==> src/rtl/jtag_tap_responder_if.sv <==
// JTAG pin and scan-chain bundle for jtag_tap_responder.
//   tck_i/tms_i/tdi_i/trst_n_i : raw JTAG pins from the test host (async)
//   tdo_o/tdo_oe_o             : serial out and its output enable
//   ir_o                       : current (updated) instruction
//   chain_*                    : internal scan chain port (tdi out, tdo in,
//                                capture/shift/update one-cycle strobes)
// slave = the TAP responder, master = whoever drives the pins / owns the chain.
interface jtag_tap_responder_if;
  logic       tck_i;
  logic       tms_i;
  logic       tdi_i;
  logic       trst_n_i;
  logic       tdo_o;
  logic       tdo_oe_o;
  logic [3:0] ir_o;
  logic       chain_tdi_o;
  logic       chain_tdo_i;
  logic       chain_capture_o;
  logic       chain_shift_o;
  logic       chain_update_o;

  modport slave (
    input  tck_i, tms_i, tdi_i, trst_n_i, chain_tdo_i,
    output tdo_o, tdo_oe_o, ir_o, chain_tdi_o,
           chain_capture_o, chain_shift_o, chain_update_o
  );

  modport master (
    output tck_i, tms_i, tdi_i, trst_n_i, chain_tdo_i,
    input  tdo_o, tdo_oe_o, ir_o, chain_tdi_o,
           chain_capture_o, chain_shift_o, chain_update_o
  );
endinterface

==> src/rtl/jtag_tap_responder.sv <==
// Oversampled IEEE 1149.1 TAP responder running entirely on wb_clk_i.
// JTAG pins are synchronized, tck edges are detected, and the 16-state TAP
// controller plus IR / IDCODE / BYPASS / external-chain steering advance on
// those detected edges.
//   wb_clk_i : system clock
//   wb_rst_i : synchronous active-high reset
//   jtag     : pins, tdo, ir and scan-chain strobes (see jtag_tap_responder_if)
module jtag_tap_responder #(
  parameter logic [31:0] IDCODE    = 32'h1000_05FF,
  parameter logic [3:0]  IR_SCAN   = 4'h3,
  parameter logic [3:0]  IR_IDCODE = 4'h1
) (
  input logic                 wb_clk_i,
  input logic                 wb_rst_i,
  jtag_tap_responder_if.slave jtag
);

  typedef enum logic [3:0] {
    S_TLR, S_RTI,
    S_SEL_DR, S_CAP_DR, S_SH_DR, S_EX1_DR, S_PA_DR, S_EX2_DR, S_UPD_DR,
    S_SEL_IR, S_CAP_IR, S_SH_IR, S_EX1_IR, S_PA_IR, S_EX2_IR, S_UPD_IR
  } tap_state_e;

  // Synchronizers. Left out of reset on purpose: the 3rd tck stage keeps
  // tracking the pin during reset so release never fakes an edge.
  logic [2:0] tck_q;
  logic [1:0] tms_q, tdi_q, trst_q;

  always_ff @(posedge wb_clk_i) begin
    tck_q  <= {tck_q[1:0], jtag.tck_i};
    tms_q  <= {tms_q[0], jtag.tms_i};
    tdi_q  <= {tdi_q[0], jtag.tdi_i};
    trst_q <= {trst_q[0], jtag.trst_n_i};
  end

  logic rst, tck_rise, tck_fall, tms, tdi;
  assign rst      = wb_rst_i | ~trst_q[1];
  assign tck_rise = tck_q[1] & ~tck_q[2];
  assign tck_fall = ~tck_q[1] & tck_q[2];
  assign tms      = tms_q[1];
  assign tdi      = tdi_q[1];

  tap_state_e  state, state_nxt;
  logic [3:0]  ir, ir_sr;
  logic [31:0] idcode_sr;
  logic        bypass_q, tdo_q, tdo_oe_q, chain_tdi_q;
  logic        cap_q, shift_q, upd_q;
  logic        cap_nxt, shift_nxt, upd_nxt;
  logic        sel_idcode, sel_scan, dr_tdo;

  assign sel_idcode = (ir == IR_IDCODE);
  assign sel_scan   = (ir == IR_SCAN);
  assign dr_tdo     = sel_idcode ? idcode_sr[0] :
                      sel_scan   ? jtag.chain_tdo_i : bypass_q;

  always_ff @(posedge wb_clk_i) begin
    if (rst) state <= S_TLR;
    else     state <= state_nxt;
  end

  always_comb begin
    state_nxt = state;
    cap_nxt   = 1'b0;
    shift_nxt = 1'b0;
    upd_nxt   = 1'b0;
    if (tck_rise) begin
      unique case (state)
        S_TLR:    state_nxt = tms ? S_TLR    : S_RTI;
        S_RTI:    state_nxt = tms ? S_SEL_DR : S_RTI;
        S_SEL_DR: state_nxt = tms ? S_SEL_IR : S_CAP_DR;
        S_CAP_DR: state_nxt = tms ? S_EX1_DR : S_SH_DR;
        S_SH_DR:  state_nxt = tms ? S_EX1_DR : S_SH_DR;
        S_EX1_DR: state_nxt = tms ? S_UPD_DR : S_PA_DR;
        S_PA_DR:  state_nxt = tms ? S_EX2_DR : S_PA_DR;
        S_EX2_DR: state_nxt = tms ? S_UPD_DR : S_SH_DR;
        S_UPD_DR: state_nxt = tms ? S_SEL_DR : S_RTI;
        S_SEL_IR: state_nxt = tms ? S_TLR    : S_CAP_IR;
        S_CAP_IR: state_nxt = tms ? S_EX1_IR : S_SH_IR;
        S_SH_IR:  state_nxt = tms ? S_EX1_IR : S_SH_IR;
        S_EX1_IR: state_nxt = tms ? S_UPD_IR : S_PA_IR;
        S_PA_IR:  state_nxt = tms ? S_EX2_IR : S_PA_IR;
        S_EX2_IR: state_nxt = tms ? S_UPD_IR : S_SH_IR;
        S_UPD_IR: state_nxt = tms ? S_SEL_DR : S_RTI;
      endcase
      cap_nxt   = sel_scan && (state == S_CAP_DR);
      shift_nxt = sel_scan && (state == S_SH_DR);
    end
    if (tck_fall)
      upd_nxt = sel_scan && (state == S_UPD_DR);
  end

  // Datapath. Rise actions key off the state being left; fall actions key
  // off the state just entered. Pause states simply fall through.
  always_ff @(posedge wb_clk_i) begin
    if (rst) begin
      ir          <= IR_IDCODE;
      ir_sr       <= 4'b0;
      idcode_sr   <= IDCODE;
      bypass_q    <= 1'b0;
      tdo_q       <= 1'b0;
      tdo_oe_q    <= 1'b0;
      chain_tdi_q <= 1'b0;
      cap_q       <= 1'b0;
      shift_q     <= 1'b0;
      upd_q       <= 1'b0;
    end else begin
      cap_q   <= cap_nxt;
      shift_q <= shift_nxt;
      upd_q   <= upd_nxt;
      if (tck_rise) begin
        if (state == S_CAP_IR) ir_sr <= 4'b0101;
        if (state == S_SH_IR)  ir_sr <= {tdi, ir_sr[3:1]};
        if (state == S_CAP_DR) begin
          idcode_sr <= IDCODE;
          bypass_q  <= 1'b0;
        end
        if (state == S_SH_DR) begin
          if (sel_idcode) idcode_sr <= {tdi, idcode_sr[31:1]};
          if (sel_scan)   chain_tdi_q <= tdi;
          bypass_q <= tdi;
        end
        if (state_nxt == S_TLR) ir <= IR_IDCODE;
      end
      if (tck_fall) begin
        if (state == S_UPD_IR) ir <= ir_sr;
        tdo_q    <= (state == S_SH_IR) ? ir_sr[0] :
                    (state == S_SH_DR) ? dr_tdo   : 1'b0;
        tdo_oe_q <= (state == S_SH_IR) || (state == S_SH_DR);
      end
    end
  end

  assign jtag.tdo_o           = tdo_q;
  assign jtag.tdo_oe_o        = tdo_oe_q;
  assign jtag.ir_o            = ir;
  assign jtag.chain_tdi_o     = chain_tdi_q;
  assign jtag.chain_capture_o = cap_q;
  assign jtag.chain_shift_o   = shift_q;
  assign jtag.chain_update_o  = upd_q;

endmodule

==> src/flat_wrapper.sv <==
// flat-port wrapper written by rule: the top's interface ports become plain ports
module jtag_tap_responder_flat 
#(
  parameter logic [31:0] IDCODE    = 32'h1000_05FF,
  parameter logic [3:0]  IR_SCAN   = 4'h3,
  parameter logic [3:0]  IR_IDCODE = 4'h1
)
  (wb_clk_i, wb_rst_i, jtag_tck_i, jtag_tms_i, jtag_tdi_i, jtag_trst_n_i, jtag_chain_tdo_i, jtag_tdo_o, jtag_tdo_oe_o, jtag_ir_o, jtag_chain_tdi_o, jtag_chain_capture_o, jtag_chain_shift_o, jtag_chain_update_o);
  jtag_tap_responder_if jtag_i ();
  input logic wb_clk_i;
  input logic wb_rst_i;
  input wire logic [$bits(jtag_i.tck_i)-1:0] jtag_tck_i;
  input wire logic [$bits(jtag_i.tms_i)-1:0] jtag_tms_i;
  input wire logic [$bits(jtag_i.tdi_i)-1:0] jtag_tdi_i;
  input wire logic [$bits(jtag_i.trst_n_i)-1:0] jtag_trst_n_i;
  input wire logic [$bits(jtag_i.chain_tdo_i)-1:0] jtag_chain_tdo_i;
  output wire logic [$bits(jtag_i.tdo_o)-1:0] jtag_tdo_o;
  output wire logic [$bits(jtag_i.tdo_oe_o)-1:0] jtag_tdo_oe_o;
  output wire logic [$bits(jtag_i.ir_o)-1:0] jtag_ir_o;
  output wire logic [$bits(jtag_i.chain_tdi_o)-1:0] jtag_chain_tdi_o;
  output wire logic [$bits(jtag_i.chain_capture_o)-1:0] jtag_chain_capture_o;
  output wire logic [$bits(jtag_i.chain_shift_o)-1:0] jtag_chain_shift_o;
  output wire logic [$bits(jtag_i.chain_update_o)-1:0] jtag_chain_update_o;
  assign jtag_i.tck_i = jtag_tck_i;
  assign jtag_i.tms_i = jtag_tms_i;
  assign jtag_i.tdi_i = jtag_tdi_i;
  assign jtag_i.trst_n_i = jtag_trst_n_i;
  assign jtag_i.chain_tdo_i = jtag_chain_tdo_i;
  assign jtag_tdo_o = jtag_i.tdo_o;
  assign jtag_tdo_oe_o = jtag_i.tdo_oe_o;
  assign jtag_ir_o = jtag_i.ir_o;
  assign jtag_chain_tdi_o = jtag_i.chain_tdi_o;
  assign jtag_chain_capture_o = jtag_i.chain_capture_o;
  assign jtag_chain_shift_o = jtag_i.chain_shift_o;
  assign jtag_chain_update_o = jtag_i.chain_update_o;
  jtag_tap_responder #(.IDCODE(IDCODE), .IR_SCAN(IR_SCAN), .IR_IDCODE(IR_IDCODE)) u_core (.wb_clk_i(wb_clk_i), .wb_rst_i(wb_rst_i), .jtag(jtag_i));
endmodule
==> config.mk <==
export PLATFORM = sky130hd
export DESIGN_NAME = jtag_tap_responder_flat
export DESIGN_NICKNAME = d
export VERILOG_FILES = /design/src/rtl/jtag_tap_responder_if.sv /design/src/rtl/jtag_tap_responder.sv /design/src/flat_wrapper.sv
export SDC_FILE = /design/constraint.sdc
export NUM_CORES = 1
export LEC_CHECK = 0
export ABC_AREA = 1
export CORE_MARGIN = 2
export CORE_UTILIZATION = 52
export CTS_CLUSTER_DIAMETER = 40
export DETAILED_ROUTE_END_ITERATION = 16
export HOLD_SLACK_MARGIN = 0.03
export PLACE_DENSITY = 0.75
export SETUP_SLACK_MARGIN = 0.4
export SYNTH_ARGS = -nofsm -noshare
export SYNTH_HDL_FRONTEND = slang
export SYNTH_SLANG_ARGS = --single-unit
==> constraint.sdc <==
create_clock -name wb_clk_i -period 1.4 [get_ports wb_clk_i]
set_clock_uncertainty 0.05 [all_clocks]
set_input_delay 0.28 -clock wb_clk_i [delete_from_list [all_inputs] [get_ports wb_clk_i]]
set_output_delay 0.28 -clock wb_clk_i [all_outputs]
set_load 0.05 [all_outputs]
# Word-level counts from Yosys, hierarchy flattened
# Index checks and enable logic that the tools add are counted.
[totals]
reg_bits = 60
latchBits = 0
mem_bits_rw = 0
rom_bits = 0
in_bits = 7
out_inout_bits = 10
elab_cells = 85
memories = 0
[classes]
addsub = 0
multipliers = 0
n_div = 0
magnitude_cmp = 0
eq_ne = 17
shift = 0
mux = 29
bitwise_logic = 8
n_reduce_logical = 16
[op_table]
columns = ["operator", "count"]
rows = [
  ["$mux W32", 3],
  ["$pmux W4 S12", 1],
  ["$mux W4", 11],
  ["$eq A4 B4 Y1 const B", 8],
  ["$eq A4 B3 Y1 const B", 4],
  ["$eq A4 B2 Y1 const B", 3],
  ["$mux W1", 9],
  ["$eq A4 B1 Y1 const B", 2],
  ["$logic_not A4 Y1", 2],
  ["$reduce_or A2 Y1", 4],
  ["$mux W2", 3],
  ["$mux W3", 2],
  ["$not A1 Y1", 5],
  ["$reduce_and A2 Y1", 2],
  ["$reduce_bool A2 Y1", 2],
  ["$logic_and A1 B1 Y1", 3],
  ["$reduce_and A3 Y1", 1],
  ["$reduce_or A3 Y1", 1],
  ["$and A1 B1 Y1", 2],
  ["$logic_or A1 B1 Y1", 1],
  ["$or A1 B1 Y1", 1],
]

# Logic depth before layout (Yosys ltp)
[logic_depth]
ltp_word = 9
depth_mapped = 14
ltp_nobuf = 13

# Worst setup path before layout
# No wires, ideal clock.
[synth_path]
path_kind = "register to register"
from = "register u_core.ir[0], in the netlist u_core.jtag.ir_o[0]"
to = "register u_core.idcode_sr[11]"
setup_time_ns = 0.138
arrival_ns = 1.546
required_ns = 1.212
slack_ns = -0.333
stages_incl_launch_ff = 11
n_path_buf = 1
period_less_slack_ns = 1.733
path_cell_list = "dfxtp_1 > inv_1 > nor3_1 > nand2_1 > inv_1 > nand2_4 > nand2_2 > inv_2 > buf_6 > nand2_1 > a21oi_2"
[synth_via]
elab_chain_cells = 3
[synth_lines]
columns = ["element", "line", "source"]
rows = [
  ["start: declaration", "jtag_tap_responder.sv:44", "logic [3:0] ir, ir_sr;"],
  ["start signal: assignment", "jtag_tap_responder.sv:125", "if (state == S_UPD_IR) ir <= ir_sr;"],
  ["$eq A4 B1 Y1", "jtag_tap_responder.sv:51", "assign sel_idcode = (ir == IR_IDCODE);"],
  ["$mux W32", "jtag_tap_responder.sv:118", "if (sel_idcode) idcode_sr <= {tdi, idcode_sr[31:1]};"],
  ["$mux W32", "jtag_tap_responder.sv:117", "if (state == S_SH_DR) begin"],
  ["end signal: assignment", "jtag_tap_responder.sv:118", ""],
  ["end: declaration", "jtag_tap_responder.sv:45", "logic [31:0] idcode_sr;"],
]
# No other way between the ends.
# A chain may end at the register's enable or synchronous reset.

# Worst setup path in the final report
[layout_path]
from = "register u_core.state[2]"
to = "register u_core.ir[2], in the netlist u_core.jtag.ir_o[2]"
[layout_via]
elab_chain_cells = 9
elab_cells_between_ends = 26
classes_between = "eq/ne (15); mux (6); reduce/logical (5)"
[layout_lines]
columns = ["element", "line", "source"]
rows = [
  ["start: declaration", "jtag_tap_responder.sv:43", "tap_state_e state, state_nxt;"],
  ["start signal: assignment", "jtag_tap_responder.sv:58", "else state <= state_nxt;"],
  ["$eq A4 B1 Y1, or another cell as far along", "jtag_tap_responder.sv:67", "unique case (state)"],
  ["$reduce_or A3 Y1 (no line) / $reduce_or A2 Y1 (equally long branches)", "-", ""],
  ["$pmux W4 S12", "jtag_tap_responder.sv:67", ""],
  ["$mux W4", "jtag_tap_responder.sv:66", "if (tck_rise) begin"],
  ["$logic_not A4 Y1", "jtag_tap_responder.sv:122", "if (state_nxt == S_TLR) ir <= IR_IDCODE;"],
  ["$mux W4", "jtag_tap_responder.sv:122", ""],
  ["$mux W4", "jtag_tap_responder.sv:110", "if (tck_rise) begin"],
  ["$mux W4", "jtag_tap_responder.sv:125", ""],
  ["$mux W4 *", "jtag_tap_responder.sv:124", "if (tck_fall) begin"],
]
# Mark *: on every way between the ends. The rest lies on a longest branch, timed or not.

==> reports/summary.md <==
The run finished, with violations left. The checks that failed: setup timing. For this design the ratio of total power to cell area is 779 nW/um2. The floorplan has 25 rows. At the pin with the least slew margin, the transition time is 0.449 ns. The minimum clock period was 1.68 ns; the leakage power figure was 1.84 nW.

Leaving out fill and tap cells, the most frequent cells in the layout are nand2_1, dfxtp_1, nand2_2, buf_4. The critical path crosses 11 cells after its start point. The area growth from synthesis to layout was 67.2%. Cell family contributing the most delay on the critical path: simple AND/OR/NAND/NOR gates.

The worst pin sits at a relative slew slack of 69.8%. After global routing the overflow that remains totals 0. Routability-driven placement finished with a final weighted congestion of 0.983.

After detailed routing, the average wire length per cell comes to 20.8 um. Counting along the longest clock path gives a buffer depth of 2. The setup path with the least slack is of type reg -> reg.

The number of inserted diodes was 0; the overall die area was 5360 um2. The number of nets handed over by synthesis was 319. Measured along the y axis, the die boundary spans 73.2 um.

Data on the critical path arrives at its endpoint at 1.89 ns. Once detail routing completed, the nets flagged for antenna violations numbered 0. The logs give -0.283 ns for the final setup slack of the worst path and 5.8% for the combinational cell fraction of total power. By area the synthesized netlist is led by dfxtp_1, nand2_1, a21oi_2. The logs give 5 for the total iterations of the first detailed-routing run and 3 for the count of H-tree levels built during CTS.

The core region is 4660 um2. The worst reg-to-reg setup slack was -0.28 ns. After clock tree synthesis, the flow added hold-fix buffers numbering 0.

The number of different library cells used by synthesis comes to 33. The logs give 11400 um for the global-route wire length before repair and 48.2% for the sequential share of the synthesized area. The post-synthesis cell count was 312; the logic depth of the worst register-to-register path was 11. The number of buffers and inverters on the critical path came out at 2.

After synthesis, the share of flip-flops with an asynchronous set or reset is 0%. STA classifies the critical path endpoint as a register. The biggest area contributor in the post-synthesis netlist is dfxtp_1. Largest stage delay on the critical path: 0.41 ns.

The cell depth of the worst hold path was 0; the initial antenna violation count was 0. After detailed routing, the number of remaining DRC violations is 0. Counting the buffers created by CTS gives 9. The share of total power dissipated in sequential elements is 53.3%.

The share of final-layout standard cells stronger than drive strength 1 is 62.5%, and the worst endpoint required time is 1.61 ns. The count of buffers added on input and output ports is 16. After synthesis the netlist holds a flip-flop and latch count of 60. Setup violations remaining at the end of the flow were counted as 43. For this run, the number of Yosys warnings is 0. For this run, the leading register cell type out of synthesis is dfxtp_1. The floorplan step set the die width to 73.2 um. The slowest stage of the critical path belongs to the cell dfxtp_4. The power after layout is 3.25 mW, and the worst voltage drop across the vdd grid is 0.919 mV. The switching part of the total came out at 24.3%.

Fill cells in the final layout number 164. TritonCTS built the clock tree. For this block, the via count after detailed routing is 2654. In this run the critical register-to-register path is captured at u_core.jtag.ir_o[2]. Of all nets on the critical path, the largest fanout is 6.

Entering global routing, the biggest net connects 22 pins. Leaving out fill and tap cells, the most frequent cell in the layout is nand2_1. The worst hold path terminates at u_core.tck_q[1]. The vias per cell came out at 5.95.

In this run the mean area of a mapped cell was 7.99 um2. For this run, the top clock speed supported by timing is 0.594 GHz. For the number of DRC markers in iteration 0, the log shows 232. The tools report the max capacitance violation total as 0.

For the via count of the first global-routing pass, the log shows 2472. The number of top-level design ports came out at 17. Of the available clock period, the critical path in the final layout requires 120%. The tools report the startpoint type of the worst setup path as a register. The run gives 0 as the final count of hold timing violations. Origin of the worst min-delay path: u_core.tck_q[0]. For the initial core utilization, the log shows 53.5%. The top cell type by area accounts for 48.2% of the synthesized area. For the overall global routing resource usage, the log shows 28.3%.

In this run the cell area measured after placement is 3190 um2. Setup repair after global routing could not meet its margin everywhere. Internal power comes to 2.46 mW. The clock network accounts for 40.9% of the total power.

For this design, the sink count on the clock tree is 60. The signal on the critical path passes through inv_4 -> nor2_4 -> buf_6 -> nand2_4 -> a21oi_2 -> nor2_1 -> nand2_1 -> nand2_2 -> nand2_4 -> o21bai_1 -> a21oi_1. For this block, the routed nets add up to 9280 um of wire.

Counting flops with a built-in enable in the synthesized netlist gives 0. The start of the worst register-to-register path was u_core.state[2]. The clock root buffer was clkbuf_8. The synthesized netlist occupies a cell area of 2490 um2. Across all hold checks on the routed design, the worst slack comes to 0.277 ns. OpenSTA, run right after detailed placement, puts the worst setup slack at -0.145 ns.

The later pin in the worst-skew pair is clocked with a latency of 0.35 ns. Cell type with the highest occurrence count on the critical path: nand2_4. In the final design database the tool counted 396 nets. The clock edge transition at the registers on the reported setup and hold paths is 0.07 ns. Number of max-slew violations in the final report: 0. The switching power of the nets is 0.788 mW. Once detailed placement completed, the half-perimeter wirelength came to 3850 um. After routing the design area is 4170 um2. The min-delay analysis places its worst path in the category reg -> reg.
-- state kept, by name, summed over array words and instances, names as in the netlist --
name,cells
u_core.idcode_sr,32
u_core.ir_sr,4
u_core.jtag.ir_o,4
u_core.state,4
u_core.tck_q,3
u_core.tdi_q,2
u_core.tms_q,2
u_core.trst_q,2
u_core.bypass_q,1
u_core.jtag.chain_capture_o,1
u_core.jtag.chain_shift_o,1
u_core.jtag.chain_tdi_o,1
u_core.jtag.chain_update_o,1
u_core.jtag.tdo_o,1
u_core.jtag.tdo_oe_o,1
-- cells by family (layout without fill, tap and decap cells) --
family          after synthesis  after routing  synth area share (%)
simple gates                154            154                  27.7
compound gates               62             62                  17.1
flops                        60             60                  48.2
buf+inv                      36            116                  7.08
-- worst max-delay path by stage --
stage | start | endpoint | slack [ns]
2_1_floorplan | u_core.state[2] | u_core.idcode_sr[22] | -0.004
3_3_place_gp | u_core.state[3] | u_core.jtag.ir_o[0] | -0.11
3_5_place_dp | u_core.state[3] | u_core.jtag.ir_o[3] | -0.15
4_1_cts | u_core.state[0] | u_core.jtag.ir_o[3] | -0.11
5_1_grt | u_core.state[1] | u_core.jtag.ir_o[2] | -0.36
6_report | u_core.state[2] | u_core.jtag.ir_o[2] | -0.28
-- metal layers --
layer	vias to the layer above	wire length (um)	global-route usage, %
li1	1171	-	-
met1	1267	3540	34.7
met2	165	4590	45.2
met3	51	675	6.63
met4	0	473	16.7
met5	-	0	0
-- cells in the mapped netlist (2+ instances only) --
| cell type | n |
|---|---|
| nand2_1 | 98 |
| dfxtp_1 | 60 |
| a21oi_2 | 20 |
| nor2_1 | 20 |
| inv_1 | 17 |
| a21oi_1 | 14 |
| nand2_2 | 11 |
| o22ai_1 | 11 |
| inv_2 | 7 |
| nand3_1 | 7 |
| nor2_2 | 6 |
| o21ai_0 | 6 |
| nor3_1 | 5 |
| buf_6 | 4 |
| o21bai_1 | 3 |
| buf_2 | 2 |
| buf_4 | 2 |
| clkbuf_1 | 2 |
| nand2_4 | 2 |
| nand3_2 | 2 |
-- per-stage QoR --
stage	setup TNS [ns]	utilization, %	cells
6_report	-7.68	89.4	446
3_3_place_gp	-1.87	68.4	410
3_5_place_dp	-3.73	68.4	410
4_1_cts	-1.58	80.1	436
5_1_grt	-9.84	89.4	446
2_1_floorplan	-0.0201	-	312
-- power by group through the flow --
stage               Clock [mW]  Combinational (mW)  Sequential, mW
floorplan                    0              0.0651            1.77
global placement             0               0.156            1.77
detailed placement           0               0.157            1.77
CTS                       1.30               0.164            1.73
global route              1.41               0.196            1.73
finish                    1.33               0.188            1.73
-- area by class of cell --
| type | instances | area [um2] | share of cell area (%) |
|---|---|---|---|
| clock inverter | 3 | 15.0 | 0.360 |
| sequential | 60 | 1240 | 29.7 |
| clock buffer | 11 | 141 | 3.39 |
| inverter | 25 | 129 | 3.09 |
| multi-input combinational | 216 | 1620 | 38.8 |
| timing repair buffer | 77 | 962 | 23.1 |
| tap | 54 | 67.6 | 1.62 |
-- repair_timing --
action                     in CTS  in global routing
gates cloned                    4                  0
setup buffers                   8                 10
resized for setup              67                 81
pin swaps                      18                 26
setup endpoints to repair      61                 61
No activity file was read; power rests on OpenSTA's default activity.
